==> src/rtl/text_console_ctrl_if.sv <==
`default_nettype none
// ============================================================================
// Module   : text_console_ctrl_if
// Brief    : Key handshake, clear request, RAM write port and cursor status
//            shared between the console controller and its surroundings.
// Revision : 1.0 - initial release
// ============================================================================
interface text_console_ctrl_if;
  logic        key_valid;
  logic [7:0]  key_ascii;
  logic        key_ready;
  logic        clr;
  logic        busy;
  logic        wr_en;
  logic [11:0] wr_addr;
  logic [7:0]  wr_data;
  logic [4:0]  cur_row;
  logic [6:0]  cur_col;
  logic [4:0]  top_row;

  modport master (
    output key_valid, key_ascii, clr,
    input  key_ready, busy, wr_en, wr_addr, wr_data, cur_row, cur_col, top_row
  );

  modport slave (
    input  key_valid, key_ascii, clr,
    output key_ready, busy, wr_en, wr_addr, wr_data, cur_row, cur_col, top_row
  );
endinterface
`default_nettype wire

==> src/rtl/text_console_ctrl.sv <==
`default_nettype none
// ============================================================================
// Module   : text_console_ctrl
// Brief    : Character-buffer sequencer: cursor, wrap, newline, backspace,
//            circular-row scroll and buffer clears for a VGA text display.
// Revision : 1.0 - initial release
// ============================================================================
module text_console_ctrl #(
  parameter int         COLS  = 71,
  parameter int         ROWS  = 30,
  parameter logic [7:0] BLANK = 8'h20
) (
  input wire clk,
  input wire resetn,
  text_console_ctrl_if.slave bus
);

  localparam int CELLS = COLS * ROWS;

  typedef enum logic [1:0] {
    INIT_CLR = 2'd0,
    IDLE     = 2'd1,
    PUT      = 2'd2,
    LINE_CLR = 2'd3
  } state_t;

  typedef enum logic [1:0] {
    K_NONE  = 2'd0,
    K_PRINT = 2'd1,
    K_NL    = 2'd2,
    K_BS    = 2'd3
  } kind_t;

  state_t      state_q, state_d;
  kind_t       kind_q, kind_d;
  logic [11:0] cnt_q, cnt_d;
  logic        wr_en_q, wr_en_d;
  logic [11:0] wr_addr_q, wr_addr_d;
  logic [7:0]  wr_data_q, wr_data_d;
  logic [4:0]  row_q, row_d;
  logic [6:0]  col_q, col_d;
  logic [4:0]  top_q, top_d;
  logic        advance;
  logic        accept;

  // Logical row is rotated by the scroll base before forming the RAM address.
  function automatic logic [11:0] phys(input logic [4:0] trow,
                                       input logic [4:0] lrow,
                                       input logic [6:0] c);
    int p;
    p = int'(trow) + int'(lrow);
    if (p >= ROWS) p = p - ROWS;
    return 12'(p * COLS + int'(c));
  endfunction

  assign bus.key_ready = (state_q == IDLE) && !bus.clr;
  assign bus.busy      = (state_q != IDLE);
  assign bus.wr_en     = wr_en_q;
  assign bus.wr_addr   = wr_addr_q;
  assign bus.wr_data   = wr_data_q;
  assign bus.cur_row   = row_q;
  assign bus.cur_col   = col_q;
  assign bus.top_row   = top_q;

  assign accept = bus.key_valid && bus.key_ready;

  always_ff @(posedge clk or negedge resetn) begin
    if (!resetn) begin
      state_q   <= INIT_CLR;
      kind_q    <= K_NONE;
      cnt_q     <= '0;
      wr_en_q   <= 1'b0;
      wr_addr_q <= '0;
      wr_data_q <= '0;
      row_q     <= '0;
      col_q     <= '0;
      top_q     <= '0;
    end else begin
      state_q   <= state_d;
      kind_q    <= kind_d;
      cnt_q     <= cnt_d;
      wr_en_q   <= wr_en_d;
      wr_addr_q <= wr_addr_d;
      wr_data_q <= wr_data_d;
      row_q     <= row_d;
      col_q     <= col_d;
      top_q     <= top_d;
    end
  end

  always_comb begin
    state_d   = state_q;
    kind_d    = kind_q;
    cnt_d     = cnt_q;
    wr_en_d   = 1'b0;
    wr_addr_d = wr_addr_q;
    wr_data_d = wr_data_q;
    row_d     = row_q;
    col_d     = col_q;
    top_d     = top_q;
    advance   = 1'b0;

    case (state_q)
      INIT_CLR: begin
        row_d = '0;
        col_d = '0;
        top_d = '0;
        if (cnt_q < 12'(CELLS)) begin
          wr_en_d   = 1'b1;
          wr_addr_d = cnt_q;
          wr_data_d = BLANK;
          cnt_d     = cnt_q + 12'd1;
        end else begin
          state_d = IDLE;
        end
      end

      IDLE: begin
        if (bus.clr) begin
          // The first blank goes out on the sampling edge itself.
          state_d   = INIT_CLR;
          wr_en_d   = 1'b1;
          wr_addr_d = '0;
          wr_data_d = BLANK;
          cnt_d     = 12'd1;
          row_d     = '0;
          col_d     = '0;
          top_d     = '0;
        end else if (accept) begin
          state_d = PUT;
          kind_d  = K_NONE;
          if (bus.key_ascii >= 8'h20 && bus.key_ascii <= 8'h7E) begin
            kind_d    = K_PRINT;
            wr_en_d   = 1'b1;
            wr_addr_d = phys(top_q, row_q, col_q);
            wr_data_d = bus.key_ascii;
          end else if (bus.key_ascii == 8'h0D) begin
            kind_d = K_NL;
          end else if (bus.key_ascii == 8'h08) begin
            if (col_q != 7'd0) begin
              kind_d    = K_BS;
              wr_en_d   = 1'b1;
              wr_addr_d = phys(top_q, row_q, col_q - 7'd1);
              wr_data_d = BLANK;
            end else if (row_q != 5'd0) begin
              kind_d    = K_BS;
              wr_en_d   = 1'b1;
              wr_addr_d = phys(top_q, row_q - 5'd1, 7'(COLS - 1));
              wr_data_d = BLANK;
            end
          end
        end
      end

      PUT: begin
        state_d = IDLE;
        case (kind_q)
          K_PRINT: begin
            if (col_q == 7'(COLS - 1)) begin
              col_d   = '0;
              advance = 1'b1;
            end else begin
              col_d = col_q + 7'd1;
            end
          end
          K_NL: begin
            col_d   = '0;
            advance = 1'b1;
          end
          K_BS: begin
            if (col_q != 7'd0) begin
              col_d = col_q - 7'd1;
            end else begin
              row_d = row_q - 5'd1;
              col_d = 7'(COLS - 1);
            end
          end
          default: ;
        endcase

        if (advance) begin
          if (row_q < 5'(ROWS - 1)) begin
            row_d = row_q + 5'd1;
          end else begin
            // Old top physical row becomes the new bottom line; blank it.
            top_d     = (top_q == 5'(ROWS - 1)) ? 5'd0 : top_q + 5'd1;
            state_d   = LINE_CLR;
            wr_en_d   = 1'b1;
            wr_addr_d = phys(top_q, 5'd0, 7'd0);
            wr_data_d = BLANK;
            cnt_d     = 12'd1;
          end
        end
      end

      LINE_CLR: begin
        if (cnt_q < 12'(COLS)) begin
          wr_en_d   = 1'b1;
          wr_addr_d = wr_addr_q + 12'd1;
          wr_data_d = BLANK;
          cnt_d     = cnt_q + 12'd1;
        end else begin
          state_d = IDLE;
        end
      end

      default: state_d = INIT_CLR;
    endcase
  end

endmodule
`default_nettype wire

==> src/flat_wrapper.sv <==
// flat-port wrapper written by rule: the top's interface ports become plain ports
module text_console_ctrl_flat 
#(
  parameter int         COLS  = 71,
  parameter int         ROWS  = 30,
  parameter logic [7:0] BLANK = 8'h20
)
  (clk, resetn, bus_key_valid, bus_key_ascii, bus_clr, bus_key_ready, bus_busy, bus_wr_en, bus_wr_addr, bus_wr_data, bus_cur_row, bus_cur_col, bus_top_row);
  text_console_ctrl_if bus_i ();
  input wire clk;
  input wire resetn;
  input wire logic [$bits(bus_i.key_valid)-1:0] bus_key_valid;
  input wire logic [$bits(bus_i.key_ascii)-1:0] bus_key_ascii;
  input wire logic [$bits(bus_i.clr)-1:0] bus_clr;
  output wire logic [$bits(bus_i.key_ready)-1:0] bus_key_ready;
  output wire logic [$bits(bus_i.busy)-1:0] bus_busy;
  output wire logic [$bits(bus_i.wr_en)-1:0] bus_wr_en;
  output wire logic [$bits(bus_i.wr_addr)-1:0] bus_wr_addr;
  output wire logic [$bits(bus_i.wr_data)-1:0] bus_wr_data;
  output wire logic [$bits(bus_i.cur_row)-1:0] bus_cur_row;
  output wire logic [$bits(bus_i.cur_col)-1:0] bus_cur_col;
  output wire logic [$bits(bus_i.top_row)-1:0] bus_top_row;
  assign bus_i.key_valid = bus_key_valid;
  assign bus_i.key_ascii = bus_key_ascii;
  assign bus_i.clr = bus_clr;
  assign bus_key_ready = bus_i.key_ready;
  assign bus_busy = bus_i.busy;
  assign bus_wr_en = bus_i.wr_en;
  assign bus_wr_addr = bus_i.wr_addr;
  assign bus_wr_data = bus_i.wr_data;
  assign bus_cur_row = bus_i.cur_row;
  assign bus_cur_col = bus_i.cur_col;
  assign bus_top_row = bus_i.top_row;
  text_console_ctrl #(.COLS(COLS), .ROWS(ROWS), .BLANK(BLANK)) u_core (.clk(clk), .resetn(resetn), .bus(bus_i));
endmodule
==> config.mk <==
export PLATFORM = sky130hd
export DESIGN_NAME = text_console_ctrl_flat
export DESIGN_NICKNAME = d
export VERILOG_FILES = /design/src/rtl/text_console_ctrl_if.sv /design/src/rtl/text_console_ctrl.sv /design/src/flat_wrapper.sv
export SDC_FILE = /design/constraint.sdc
export NUM_CORES = 1
export LEC_CHECK = 0
export ABC_AREA = 0
export CORE_MARGIN = 3
export CORE_UTILIZATION = 25
export DETAILED_ROUTE_END_ITERATION = 8
export DONT_BUFFER_PORTS = 1
export PLACE_DENSITY = 0.46
export SETUP_SLACK_MARGIN = 0.02
export SKIP_CTS_REPAIR_TIMING = 1
export SLEW_MARGIN = 20
export SYNTH_ARGS = -nofsm -noshare
export SYNTH_HDL_FRONTEND = slang
export SYNTH_SLANG_ARGS = --single-unit
==> constraint.sdc <==
create_clock -name clk -period 10.93 [get_ports clk]
set_clock_uncertainty 0.1 [all_clocks]
set_input_delay 0.5465 -clock clk [delete_from_list [all_inputs] [get_ports clk]]
set_output_delay 0.5465 -clock clk [all_outputs]
set_load 0.01 [all_outputs]
==> impl_metrics.ini <==
[run_status]
status = complete, no violations

[clock_network]
cts_buffers = 5
root_buffer = clkbuf_16
cts_tree = yes
clk_pin_slew_ns = 0.08
clk_path_buf_depth = 2
h-tree-depth = 2
cts.sinks = 54
clkLatencyLatePin_ns = 0.32

[synthesis]
synthTopCellsByArea = ha_1 (22%), dfrtp_1 (16%), fa_1 (14%)
ys_ff_latch = 54
synth.largest_area_cell = ha_1
synth_common_cells = inv_1 (175), ha_1 (150), nand2_1 (83)
synthesis.area_sq_mm = 0.00870
postSynthCellCount = 1037
synth_area_per_cell_sq_um = 8.39
synth.top_cell.area_share = 0.216
ys_types = 73
post-synth-top-count-cell = inv_1
seq_area_frac_synth = 0.155
synth_edf_count = 0
yosysWarnings = 0
ys.flop_type = dfrtp_1
synthArstFlopShare = 1.00

[worst_setup_path]
critPathArrivalTime_ns = 7.41
r2r-start = u_core.bus.top_row[1]
path_class = reg -> reg
r2r_end = u_core.bus.wr_addr[10]
end_kind = register
crit_path_max_fanout = 15
critPathRequiredTime_ns = 11.07
cp-start-kind = register
rrSetupSlack_ns = 3.66
rr_worst_depth = 24

[detailed_routing]
wl_per_cell_um = 16.0
avgViaCountPerCell = 4.72
wl_met2_um = 11600
m1WireLength_um = 10800
routed-via-count = 6981
totalWireLength_um = 23700
first_iter_violations = 358
drtPass1Iterations = 5
post-route-drc-count = 0
highest_layer = met4
met3WireLength_um = 865
drtAntennaViolNets = 0

[timing]
final_hold_viol_count = 0
tightest_slew_ns = 0.895
rsz0062_at_grt = no
fin_tns_setup_ns = 0
period_minus_slack_ns = 7.27
slew_headroom = 0.399
final_max_slew_viol_count = 0
fmax_mhz = 138
period_share = 0.665
setup_violations = 0

[cells_and_area]
nFillCells = 3706
antenna_cells = 0
final_area_sq_mm = 0.00938
area_growth_pct = 7.78
drive_gt1_frac = 0.0417
layout.nets = 1251

[hold_path]
hold_depth = 2
hold_path.class = in -> reg
whs_endpoint = u_core.bus.wr_data[2]
min_from = bus_key_ascii[2]

[die]
die_w_um = 193
dieArea_sq_mm = 0.0371
ios = 52
rows = 67
core_sq_mm = 0.0340
dieHeight_um = 193
start_util = 0.256

[global_routing]
grt_pass1_wl_um = 39300
grt_usage = 0.134
grt_max_degree = 55
grt_overflow = 0
grt_pass1_vias = 7184
antenna_found_initial = 0

[placement]
port-buffer-count = 0
place_area_sq_mm = 0.00919
dp_hpwl_um = 19400
gp_congestion = 0.818

[run]
maxCapViolCount = 0
-- critical path: stages (launching register included) --
cell       delay [ns]
dfrtp_1          0.79
ha_1             0.34
a211oi_1         0.36
nor3b_1          0.14
and4b_1          0.34
a21oi_1          0.16
nand2b_1         0.19
xnor2_1          0.59
inv_1            0.21
fa_1             0.54
inv_1            0.05
ha_1             0.29
ha_1             0.28
inv_1            0.05
fa_1             0.53
inv_1            0.07
ha_1             0.29
a21oi_1          0.22
o21ai_0          0.18
a2111oi_0        0.42
nor3_1           0.13
xnor2_1          0.15
a221oi_1         0.48
a21oi_1          0.13
o22ai_1          0.13
-- registers in the layout, summed over array words and instances, names as in the netlist --
signal	cells
u_core.bus.wr_addr	12
u_core.state_q	2
u_core.bus.top_row	5
u_core.bus.wr_en	1
u_core.kind_q	2
u_core.bus.cur_row	5
u_core.bus.cur_col	7
u_core.cnt_q	12
u_core.bus.wr_data	8
-- cells by family after synthesis --
logic type	Yosys count	synth area share
buf+inv	210	0.0948
fa+ha+maj	209	0.352
mux	15	0.0186
xor+xnor	64	0.0644
compound gates	214	0.165
other cells	2	0.000863
simple gates	269	0.150
flops	54	0.155
-- cell usage in the layout (no fill, tap or decap), types with 6 or more instances in the layout --
| cell | count |
|---|---|
| nand3_1 | 31 |
| mux2_2 | 9 |
| nor2b_1 | 9 |
| o21ai_0 | 53 |
| and3_1 | 14 |
| a21oi_1 | 48 |
| mux2i_1 | 6 |
| nor3_1 | 28 |
| nand2b_1 | 12 |
| a221oi_1 | 9 |
| a21o_1 | 10 |
| o31ai_1 | 8 |
| nor3b_1 | 6 |
| o21a_1 | 6 |
| conb_1 | 15 |
| ha_1 | 150 |
| a22o_1 | 8 |
| xor2_1 | 19 |
| a211oi_1 | 8 |
| inv_1 | 175 |
| xnor2_1 | 45 |
| fa_1 | 59 |
| dfrtp_1 | 54 |
| nor2_1 | 56 |
| nand2_1 | 83 |
| a31oi_1 | 8 |
-- worst max-delay path by stage --
stage | start | end | cells after the start
floorplan | u_core.bus.top_row[0] | u_core.bus.wr_addr[10] | 25
global placement | u_core.bus.top_row[1] | u_core.bus.wr_addr[10] | 24
detailed placement | u_core.bus.top_row[1] | u_core.bus.wr_addr[10] | 24
CTS | u_core.bus.top_row[1] | u_core.bus.wr_addr[10] | 24
global route | u_core.bus.top_row[1] | u_core.bus.wr_addr[10] | 24
finish | u_core.bus.top_row[1] | u_core.bus.wr_addr[10] | 24
-- per-stage QoR --
| step | hold WS (ns) | cells | utilization | worst slack (ns) |
|---|---|---|---|---|
| 2_1_floorplan | 0.151 | 1050 | - | 4.62 |
| 3_3_place_gp | 0.153 | 1469 | 0.271 | 3.68 |
| 3_5_place_dp | 0.153 | 1469 | 0.271 | 3.65 |
| 4_1_cts | -0.205 | 1477 | 0.275 | 3.61 |
| 5_1_grt | 0.257 | 1479 | 0.276 | 2.96 |
| 6_report | 0.260 | 1479 | 0.276 | 3.66 |
-- layer usage --
| layer | vias to the layer above | global-route usage |
|---|---|---|
| met5 | - | 0 |
| met4 | 0 | 0.0328 |
| met3 | 18 | 0.0183 |
| met2 | 101 | 0.236 |
| met1 | 3365 | 0.173 |
| li1 | 3497 | - |
-- final cells by class --
type                    count  area (sq um)  area share
clock buffers               5           125      0.0133
clock inverters             3          26.3     0.00280
inverters                 176           661      0.0705
multi-input cells         786          6580       0.701
flip-flops and latches     54          1350       0.144
well taps                 448           561      0.0598
repair buffers              7          75.1     0.00801
Power is left out: the tool's default activity adds up to more than one toggle a clock period on the data nets, which glitch-free logic cannot reach.
